==> config.mk <==
export PLATFORM = sky130hd
export DESIGN_NAME = syn_filt_flat
export DESIGN_NICKNAME = d
export VERILOG_FILES = /design/src/rtl/syn_filt_pkg.sv /design/src/rtl/syn_filt_if.sv /design/src/rtl/syn_filt_round.sv /design/src/rtl/syn_filt.sv /design/src/flat_wrapper.sv
export SDC_FILE = /design/constraint.sdc
export NUM_CORES = 1
export LEC_CHECK = 0
export CAP_MARGIN = 20
export CORE_ASPECT_RATIO = 0.7
export CORE_MARGIN = 2
export CORE_UTILIZATION = 38
export CTS_CLUSTER_DIAMETER = 200
export DETAILED_ROUTE_END_ITERATION = 10
export GPL_TIMING_DRIVEN = 0
export PLACE_DENSITY = 0.82
export SLEW_MARGIN = 0
export SYNTH_ARGS = -nofsm -noshare
export SYNTH_HDL_FRONTEND = slang
export SYNTH_SLANG_ARGS = --single-unit
==> constraint.sdc <==
create_clock -name clk -period 4.3 [get_ports clk]
set_input_delay 1.29 -clock clk [delete_from_list [all_inputs] [get_ports clk]]
set_output_delay 1.29 -clock clk [all_outputs]
set_load 0.01 [all_outputs]
==> src/rtl/syn_filt_pkg.sv <==
// Shared constants for the order-10 synthesis filter: subframe geometry and
// the scratch-memory layout it shares with convolve.
package syn_filt_pkg;

   localparam int L_SUBFR = 40;
   localparam int M       = 10;

   localparam logic [10:0] A_ADDR   = 11'd0;
   localparam logic [10:0] X_ADDR   = 11'd16;
   localparam logic [10:0] Y_ADDR   = 11'd64;
   localparam logic [10:0] MEM_ADDR = 11'd112;

   localparam logic [15:0] SHL_BITS = 16'd3;

endpackage

==> src/rtl/syn_filt_if.sv <==
// Scratch-memory port, control handshake and external L_mult/L_msu/L_shl
// operand lines of syn_filt; master is the filter, slave its environment.
interface syn_filt_if;

   logic        start;
   logic        update;
   logic        done;
   logic [31:0] memIn;
   logic [10:0] memReadAddr;
   logic        memWriteEn;
   logic [10:0] memWriteAddr;
   logic [31:0] memOut;
   logic [15:0] L_multOutA;
   logic [15:0] L_multOutB;
   logic [31:0] L_multIn;
   logic [15:0] L_msuOutA;
   logic [15:0] L_msuOutB;
   logic [31:0] L_msuOutC;
   logic [31:0] L_msuIn;
   logic [31:0] L_shlOutVar1;
   logic [15:0] L_shlNumBitsOut;
   logic [31:0] L_shlIn;

   modport master (
      input  start, update, memIn, L_multIn, L_msuIn, L_shlIn,
      output done, memReadAddr, memWriteEn, memWriteAddr, memOut,
             L_multOutA, L_multOutB, L_msuOutA, L_msuOutB, L_msuOutC,
             L_shlOutVar1, L_shlNumBitsOut
   );

   modport slave (
      output start, update, memIn, L_multIn, L_msuIn, L_shlIn,
      input  done, memReadAddr, memWriteEn, memWriteAddr, memOut,
             L_multOutA, L_multOutB, L_msuOutA, L_msuOutB, L_msuOutC,
             L_shlOutVar1, L_shlNumBitsOut
   );

endinterface

==> src/rtl/syn_filt_round.sv <==
// Saturating round of a Q31 accumulator to Q15: adds one half LSB of the
// upper word and clamps a positive overflow to 0x7FFF.
module syn_filt_round (
   input  logic signed [31:0] din,
   output logic signed [15:0] dout
);

   function automatic logic signed [15:0] sat_round(input logic signed [31:0] v);
      logic [31:0] sum;
      sum = v + 32'sd32768;
      if (!v[31] && sum[31]) return 16'sh7FFF;
      return sum[31:16];
   endfunction

   assign dout = sat_round(din);

endmodule

==> src/rtl/syn_filt.sv <==
// G.729 Syn_filt: order-10 all-pole synthesis over one 40-sample subframe,
// sequenced over shared scratch memory and external basic-op units.
module syn_filt
   import syn_filt_pkg::*;
#(
   parameter logic [10:0] A_BASE   = A_ADDR,
   parameter logic [10:0] X_BASE   = X_ADDR,
   parameter logic [10:0] Y_BASE   = Y_ADDR,
   parameter logic [10:0] MEM_BASE = MEM_ADDR
) (
   input logic        clk,
   input logic        reset,
   syn_filt_if.master bus
);

   typedef enum logic [3:0] {
      S_INIT, S_RDA0, S_RDX, S_MULT, S_RDY, S_MSU,
      S_STORE, S_UPD_RD, S_UPD_WR, S_DONE
   } state_t;

   localparam logic [5:0] I_LAST = 6'(L_SUBFR - 1);
   localparam logic [3:0] J_LAST = 4'(M);
   localparam logic [3:0] K_LAST = 4'(M - 1);

   state_t             state, state_nxt;
   logic [5:0]         i;
   logic [3:0]         j, k;
   logic signed [31:0] acc;
   logic signed [15:0] a_reg;
   logic               upd_reg;
   logic signed [15:0] y_rnd;

   syn_filt_round u_round (.din(bus.L_shlIn), .dout(y_rnd));

   always_ff @(posedge clk) begin
      if (reset) begin
         state   <= S_INIT;
         i       <= '0;
         j       <= '0;
         k       <= '0;
         acc     <= '0;
         a_reg   <= '0;
         upd_reg <= 1'b0;
      end else begin
         state <= state_nxt;
         case (state)
            S_INIT: begin
               i <= '0;
               if (bus.start) upd_reg <= bus.update;
            end
            S_RDX:  a_reg <= bus.memIn[15:0];
            S_MULT: begin
               acc <= bus.L_multIn;
               j   <= 4'd1;
            end
            S_RDY:  a_reg <= bus.memIn[15:0];
            S_MSU: begin
               acc <= bus.L_msuIn;
               if (j < J_LAST) j <= j + 4'd1;
            end
            S_STORE: begin
               if (i < I_LAST) i <= i + 6'd1;
               else if (upd_reg) k <= '0;
            end
            S_UPD_WR: if (k < K_LAST) k <= k + 4'd1;
            default: ;
         endcase
      end
   end

   always_comb begin
      state_nxt           = state;
      bus.done            = 1'b0;
      bus.memReadAddr     = '0;
      bus.memWriteEn      = 1'b0;
      bus.memWriteAddr    = '0;
      bus.memOut          = '0;
      bus.L_multOutA      = '0;
      bus.L_multOutB      = '0;
      bus.L_msuOutA       = '0;
      bus.L_msuOutB       = '0;
      bus.L_msuOutC       = '0;
      bus.L_shlOutVar1    = '0;
      bus.L_shlNumBitsOut = '0;
      case (state)
         S_INIT: if (bus.start) state_nxt = S_RDA0;
         S_RDA0: begin
            bus.memReadAddr = A_BASE;
            state_nxt       = S_RDX;
         end
         S_RDX: begin
            bus.memReadAddr = X_BASE + 11'(i);
            state_nxt       = S_MULT;
         end
         S_MULT: begin
            bus.L_multOutA  = a_reg;
            bus.L_multOutB  = bus.memIn[15:0];
            bus.memReadAddr = A_BASE + 11'd1;
            state_nxt       = S_RDY;
         end
         S_RDY: begin
            // Taps reaching before sample 0 come from the filter memory tail.
            if (i >= 6'(j)) bus.memReadAddr = Y_BASE + 11'(i) - 11'(j);
            else            bus.memReadAddr = MEM_BASE + 11'(M) + 11'(i) - 11'(j);
            state_nxt = S_MSU;
         end
         S_MSU: begin
            bus.L_msuOutC = acc;
            bus.L_msuOutA = a_reg;
            bus.L_msuOutB = bus.memIn[15:0];
            if (j < J_LAST) begin
               bus.memReadAddr = A_BASE + 11'(j) + 11'd1;
               state_nxt       = S_RDY;
            end else begin
               state_nxt = S_STORE;
            end
         end
         S_STORE: begin
            bus.L_shlOutVar1    = acc;
            bus.L_shlNumBitsOut = SHL_BITS;
            bus.memWriteEn      = 1'b1;
            bus.memWriteAddr    = Y_BASE + 11'(i);
            bus.memOut          = {{16{y_rnd[15]}}, y_rnd};
            if (i < I_LAST)   state_nxt = S_RDA0;
            else if (upd_reg) state_nxt = S_UPD_RD;
            else              state_nxt = S_DONE;
         end
         S_UPD_RD: begin
            bus.memReadAddr = Y_BASE + 11'(L_SUBFR - M) + 11'(k);
            state_nxt       = S_UPD_WR;
         end
         S_UPD_WR: begin
            bus.memWriteEn   = 1'b1;
            bus.memWriteAddr = MEM_BASE + 11'(k);
            bus.memOut       = bus.memIn;
            state_nxt        = (k < K_LAST) ? S_UPD_RD : S_DONE;
         end
         S_DONE: begin
            bus.done  = 1'b1;
            state_nxt = S_INIT;
         end
         default: state_nxt = S_INIT;
      endcase
   end

endmodule

==> src/flat_wrapper.sv <==
// flat-port wrapper written by rule: the top's interface ports become plain ports
module syn_filt_flat import syn_filt_pkg::*;
#(
   parameter logic [10:0] A_BASE   = A_ADDR,
   parameter logic [10:0] X_BASE   = X_ADDR,
   parameter logic [10:0] Y_BASE   = Y_ADDR,
   parameter logic [10:0] MEM_BASE = MEM_ADDR
)
  (clk, reset, bus_start, bus_update, bus_memIn, bus_L_multIn, bus_L_msuIn, bus_L_shlIn, bus_done, bus_memReadAddr, bus_memWriteEn, bus_memWriteAddr, bus_memOut, bus_L_multOutA, bus_L_multOutB, bus_L_msuOutA, bus_L_msuOutB, bus_L_msuOutC, bus_L_shlOutVar1, bus_L_shlNumBitsOut);
  syn_filt_if bus_i ();
  input logic clk;
  input logic reset;
  input wire logic [$bits(bus_i.start)-1:0] bus_start;
  input wire logic [$bits(bus_i.update)-1:0] bus_update;
  input wire logic [$bits(bus_i.memIn)-1:0] bus_memIn;
  input wire logic [$bits(bus_i.L_multIn)-1:0] bus_L_multIn;
  input wire logic [$bits(bus_i.L_msuIn)-1:0] bus_L_msuIn;
  input wire logic [$bits(bus_i.L_shlIn)-1:0] bus_L_shlIn;
  output wire logic [$bits(bus_i.done)-1:0] bus_done;
  output wire logic [$bits(bus_i.memReadAddr)-1:0] bus_memReadAddr;
  output wire logic [$bits(bus_i.memWriteEn)-1:0] bus_memWriteEn;
  output wire logic [$bits(bus_i.memWriteAddr)-1:0] bus_memWriteAddr;
  output wire logic [$bits(bus_i.memOut)-1:0] bus_memOut;
  output wire logic [$bits(bus_i.L_multOutA)-1:0] bus_L_multOutA;
  output wire logic [$bits(bus_i.L_multOutB)-1:0] bus_L_multOutB;
  output wire logic [$bits(bus_i.L_msuOutA)-1:0] bus_L_msuOutA;
  output wire logic [$bits(bus_i.L_msuOutB)-1:0] bus_L_msuOutB;
  output wire logic [$bits(bus_i.L_msuOutC)-1:0] bus_L_msuOutC;
  output wire logic [$bits(bus_i.L_shlOutVar1)-1:0] bus_L_shlOutVar1;
  output wire logic [$bits(bus_i.L_shlNumBitsOut)-1:0] bus_L_shlNumBitsOut;
  assign bus_i.start = bus_start;
  assign bus_i.update = bus_update;
  assign bus_i.memIn = bus_memIn;
  assign bus_i.L_multIn = bus_L_multIn;
  assign bus_i.L_msuIn = bus_L_msuIn;
  assign bus_i.L_shlIn = bus_L_shlIn;
  assign bus_done = bus_i.done;
  assign bus_memReadAddr = bus_i.memReadAddr;
  assign bus_memWriteEn = bus_i.memWriteEn;
  assign bus_memWriteAddr = bus_i.memWriteAddr;
  assign bus_memOut = bus_i.memOut;
  assign bus_L_multOutA = bus_i.L_multOutA;
  assign bus_L_multOutB = bus_i.L_multOutB;
  assign bus_L_msuOutA = bus_i.L_msuOutA;
  assign bus_L_msuOutB = bus_i.L_msuOutB;
  assign bus_L_msuOutC = bus_i.L_msuOutC;
  assign bus_L_shlOutVar1 = bus_i.L_shlOutVar1;
  assign bus_L_shlNumBitsOut = bus_i.L_shlNumBitsOut;
  syn_filt #(.A_BASE(A_BASE), .X_BASE(X_BASE), .Y_BASE(Y_BASE), .MEM_BASE(MEM_BASE)) u_core (.clk(clk), .reset(reset), .bus(bus_i));
endmodule
==> metrics.txt <==
power density over the cells=179 mW/mm²; 1st-pass router iterations=5; EDFF count, synth=0; Post-Synthesis Cell Area=0.00550 mm²; Clock Power Share=41.6%; Die H=105 µm; Synth area leader=dfxtp_1; startpoint types=primary input; maxcap violations=0; DRT Wirelength=22,200 µm; status=finished clean; Final min period=4190 ps; vias in the first global route=6,192; total number of vias=6,390; cts hold-fix bufs=0; synth warn=0; slew margin rel.=44.3%; fillcell total=1,225; RSZ-0062 raised after global routing=no; residual DRC count=0; async set-reset flop share out of synthesis=0%; Hold WC Path Type=register to register; Worst setup EP type=output pin; maximum buffer depth of the clock tree=2; sw frac=26.4%; Total GRT Usage=27.8%; CTS tree=yes; share of post-route cells with drive strength above 1=11.0%; Req. time, crit path=3010 ps; average cell area after synthesis=7.61 µm²; CTS Root Buffer Type=clkbuf_16; area grow syn2layout=67.6%; Multi-input gate area=0.00389 mm²; GRT overflow=0; initial antenna violation count=1; CTS Buf Count=9; Clk Latency, worst-skew pair=330 ps; actual slew at the worst max-slew pin=828 ps; top-level I/O count=332; n_diodes=0; logic gate share of total power=18.7%; setup slack at placement=-964 ps; area share of the largest cell type after synthesis=24.4%; Routed Antenna Nets=0; Leakage=3.94 nW; R2R Setup Slk=1980 ps; Num Clock Sinks=67; Seq. cell area=0.00135 mm²; Hold Fails Final Rpt=0; Yosys cell types=57; max FFs per register=32; global-route wire length before repair=34,000 µm; Setup WS post-layout=105 ps; achievable clock frequency=0.238 GHz; core area=0.0140 mm²; fin cells=1,252; die area=0.0155 mm²; commonest register cell after synthesis=dfxtp_1; H-Tree Depth=3; Tcrit/Tclk final=97.5%; fin. max-slew vios=0; Final setup viols=0; Pint=1.21 mW; Final Util=65.8%; WP data arrival=2900 ps; IO Port Bufs=294; first-iteration detailed-routing DRC count=426; Die Wd=148 µm; worst setup path class=primary input to output pin; fin nets=1,210; CTS clk-pin slew, worst paths=50 ps; FP Rows=36; Max VDD drop=0.180 mV; P_sw=0.436 mW; Seq/Total Area, Yosys=24.4%; largest net degree at the start of global routing=13; count leader, synth=and2_1; vias per cell=5.10; routability-driven placement congestion ratio=0.936; Reg power frac=39.7%; #FFs+latches synth=67; final design area excluding fillers=0.00921 mm²; Worst Path Max Fanout=10; Synth area leaders=dfxtp_1 (24%), and2_1 (15%), mux2i_1 (9.7%); Cells after DPL=1,226; top post-synthesis cells by count=and2_1 (130), nor2_1 (73), dfxtp_1 (67); Post-Syn Instances=722; Starting Density=39.2%; DPL Wire Length=17,200 µm; per-cell routed wire length=17.7 µm; Post-DP Area=0.00875 mm²; Final Skew=3.81 ps
worst max-delay path: stages:
cell,delay [ps]
clkdlybuf4s50_1,580
nand2_1,140
nor3_4,160
and2_4,180
clkbuf_8,150
o21ai_0,80
nand2_1,100
clkdlybuf4s15_2,230
power groups by stage:
stage          combinational [mW]  sequential (mW)  clock, mW
4_1_cts                     0.303            0.655      0.697
2_1_floorplan               0.135            0.664          0
6_report                    0.308            0.656      0.687
3_5_place_dp                0.298            0.669          0
3_3_place_gp                0.295            0.668          0
5_1_grt                     0.332            0.658      0.731
per-layer routing:
| layer | up-vias | part of all wire, % | track usage (%) |
|---|---|---|---|
| met4 | 0 | 2.0 | 7.76 |
| li1 | 3096 | - | - |
| met1 | 2984 | 42 | 35.5 |
| met5 | - | 0 | 0 |
| met2 | 276 | 48 | 46.8 |
| met3 | 34 | 7.5 | 6.38 |
stage by stage:
| step | TNS, ps | hold slack [ps] | power (mW) |
|---|---|---|---|
| 2_1_floorplan | 0 | 458 | 0.799 |
| 3_3_place_gp | -22210 | 485 | 0.963 |
| 3_5_place_dp | -24240 | 487 | 0.966 |
| 4_1_cts | 0 | 496 | 1.66 |
| 5_1_grt | 0 | 516 | 1.72 |
| 6_report | 0 | 502 | 1.65 |
kinds of logic after synthesis:
logic type	Yosys count	synth area share [%]
flip-flops	67	24.4
adder cells (fa/ha/maj)	22	5.24
XOR/XNOR	27	4.30
AND/OR/NAND/NOR	325	31.5
other	1	0.0682
AO/OA/AOI/OAI	131	16.2
multiplexers	54	9.86
buffers and inverters	95	8.47
what timing repair did:
item / 4_1_cts / 5_1_grt
resized for setup: 95 / 49
pin swaps: 6 / 3
endpoints found under the setup margin: 52 / 70
setup buffers: 11 / 0
layout make-up:
class | instances | area share, %
repair buffers | 305 | 32.2
flip-flops and latches | 67 | 14.6
plain buffers | 75 | 4.56
clock buffers | 10 | 2.59
multi-input cells | 580 | 42.3
well taps | 190 | 2.58
inverters | 19 | 0.774
clock inverters | 6 | 0.448
cell usage in the layout, fill, tap and decap left out, types with 18 or more instances in the layout:
cell type	n
inv_1	18
dfxtp_1	64
a21o_1	18
buf_4	33
and2_1	129
nand2_1	54
conb_1	21
o21ai_0	31
dlygate4sd2_1	30
mux2i_1	53
a211oi_1	34
xnor2_1	18
clkdlybuf4s50_1	242
clkbuf_1	27
nor2_1	72
final timing paths:
check / startpoint / to / cells after the start
max: bus_L_shlIn[30] / bus_memOut[13] / 8
min: u_core.a_reg[12] / u_core.a_reg[12] / 2
min reg2reg: u_core.a_reg[12] / u_core.a_reg[12] / 2
max reg2reg: u_core.i[4] / u_core.i[4] / 7
No activity file was read; power rests on OpenSTA's default activity.
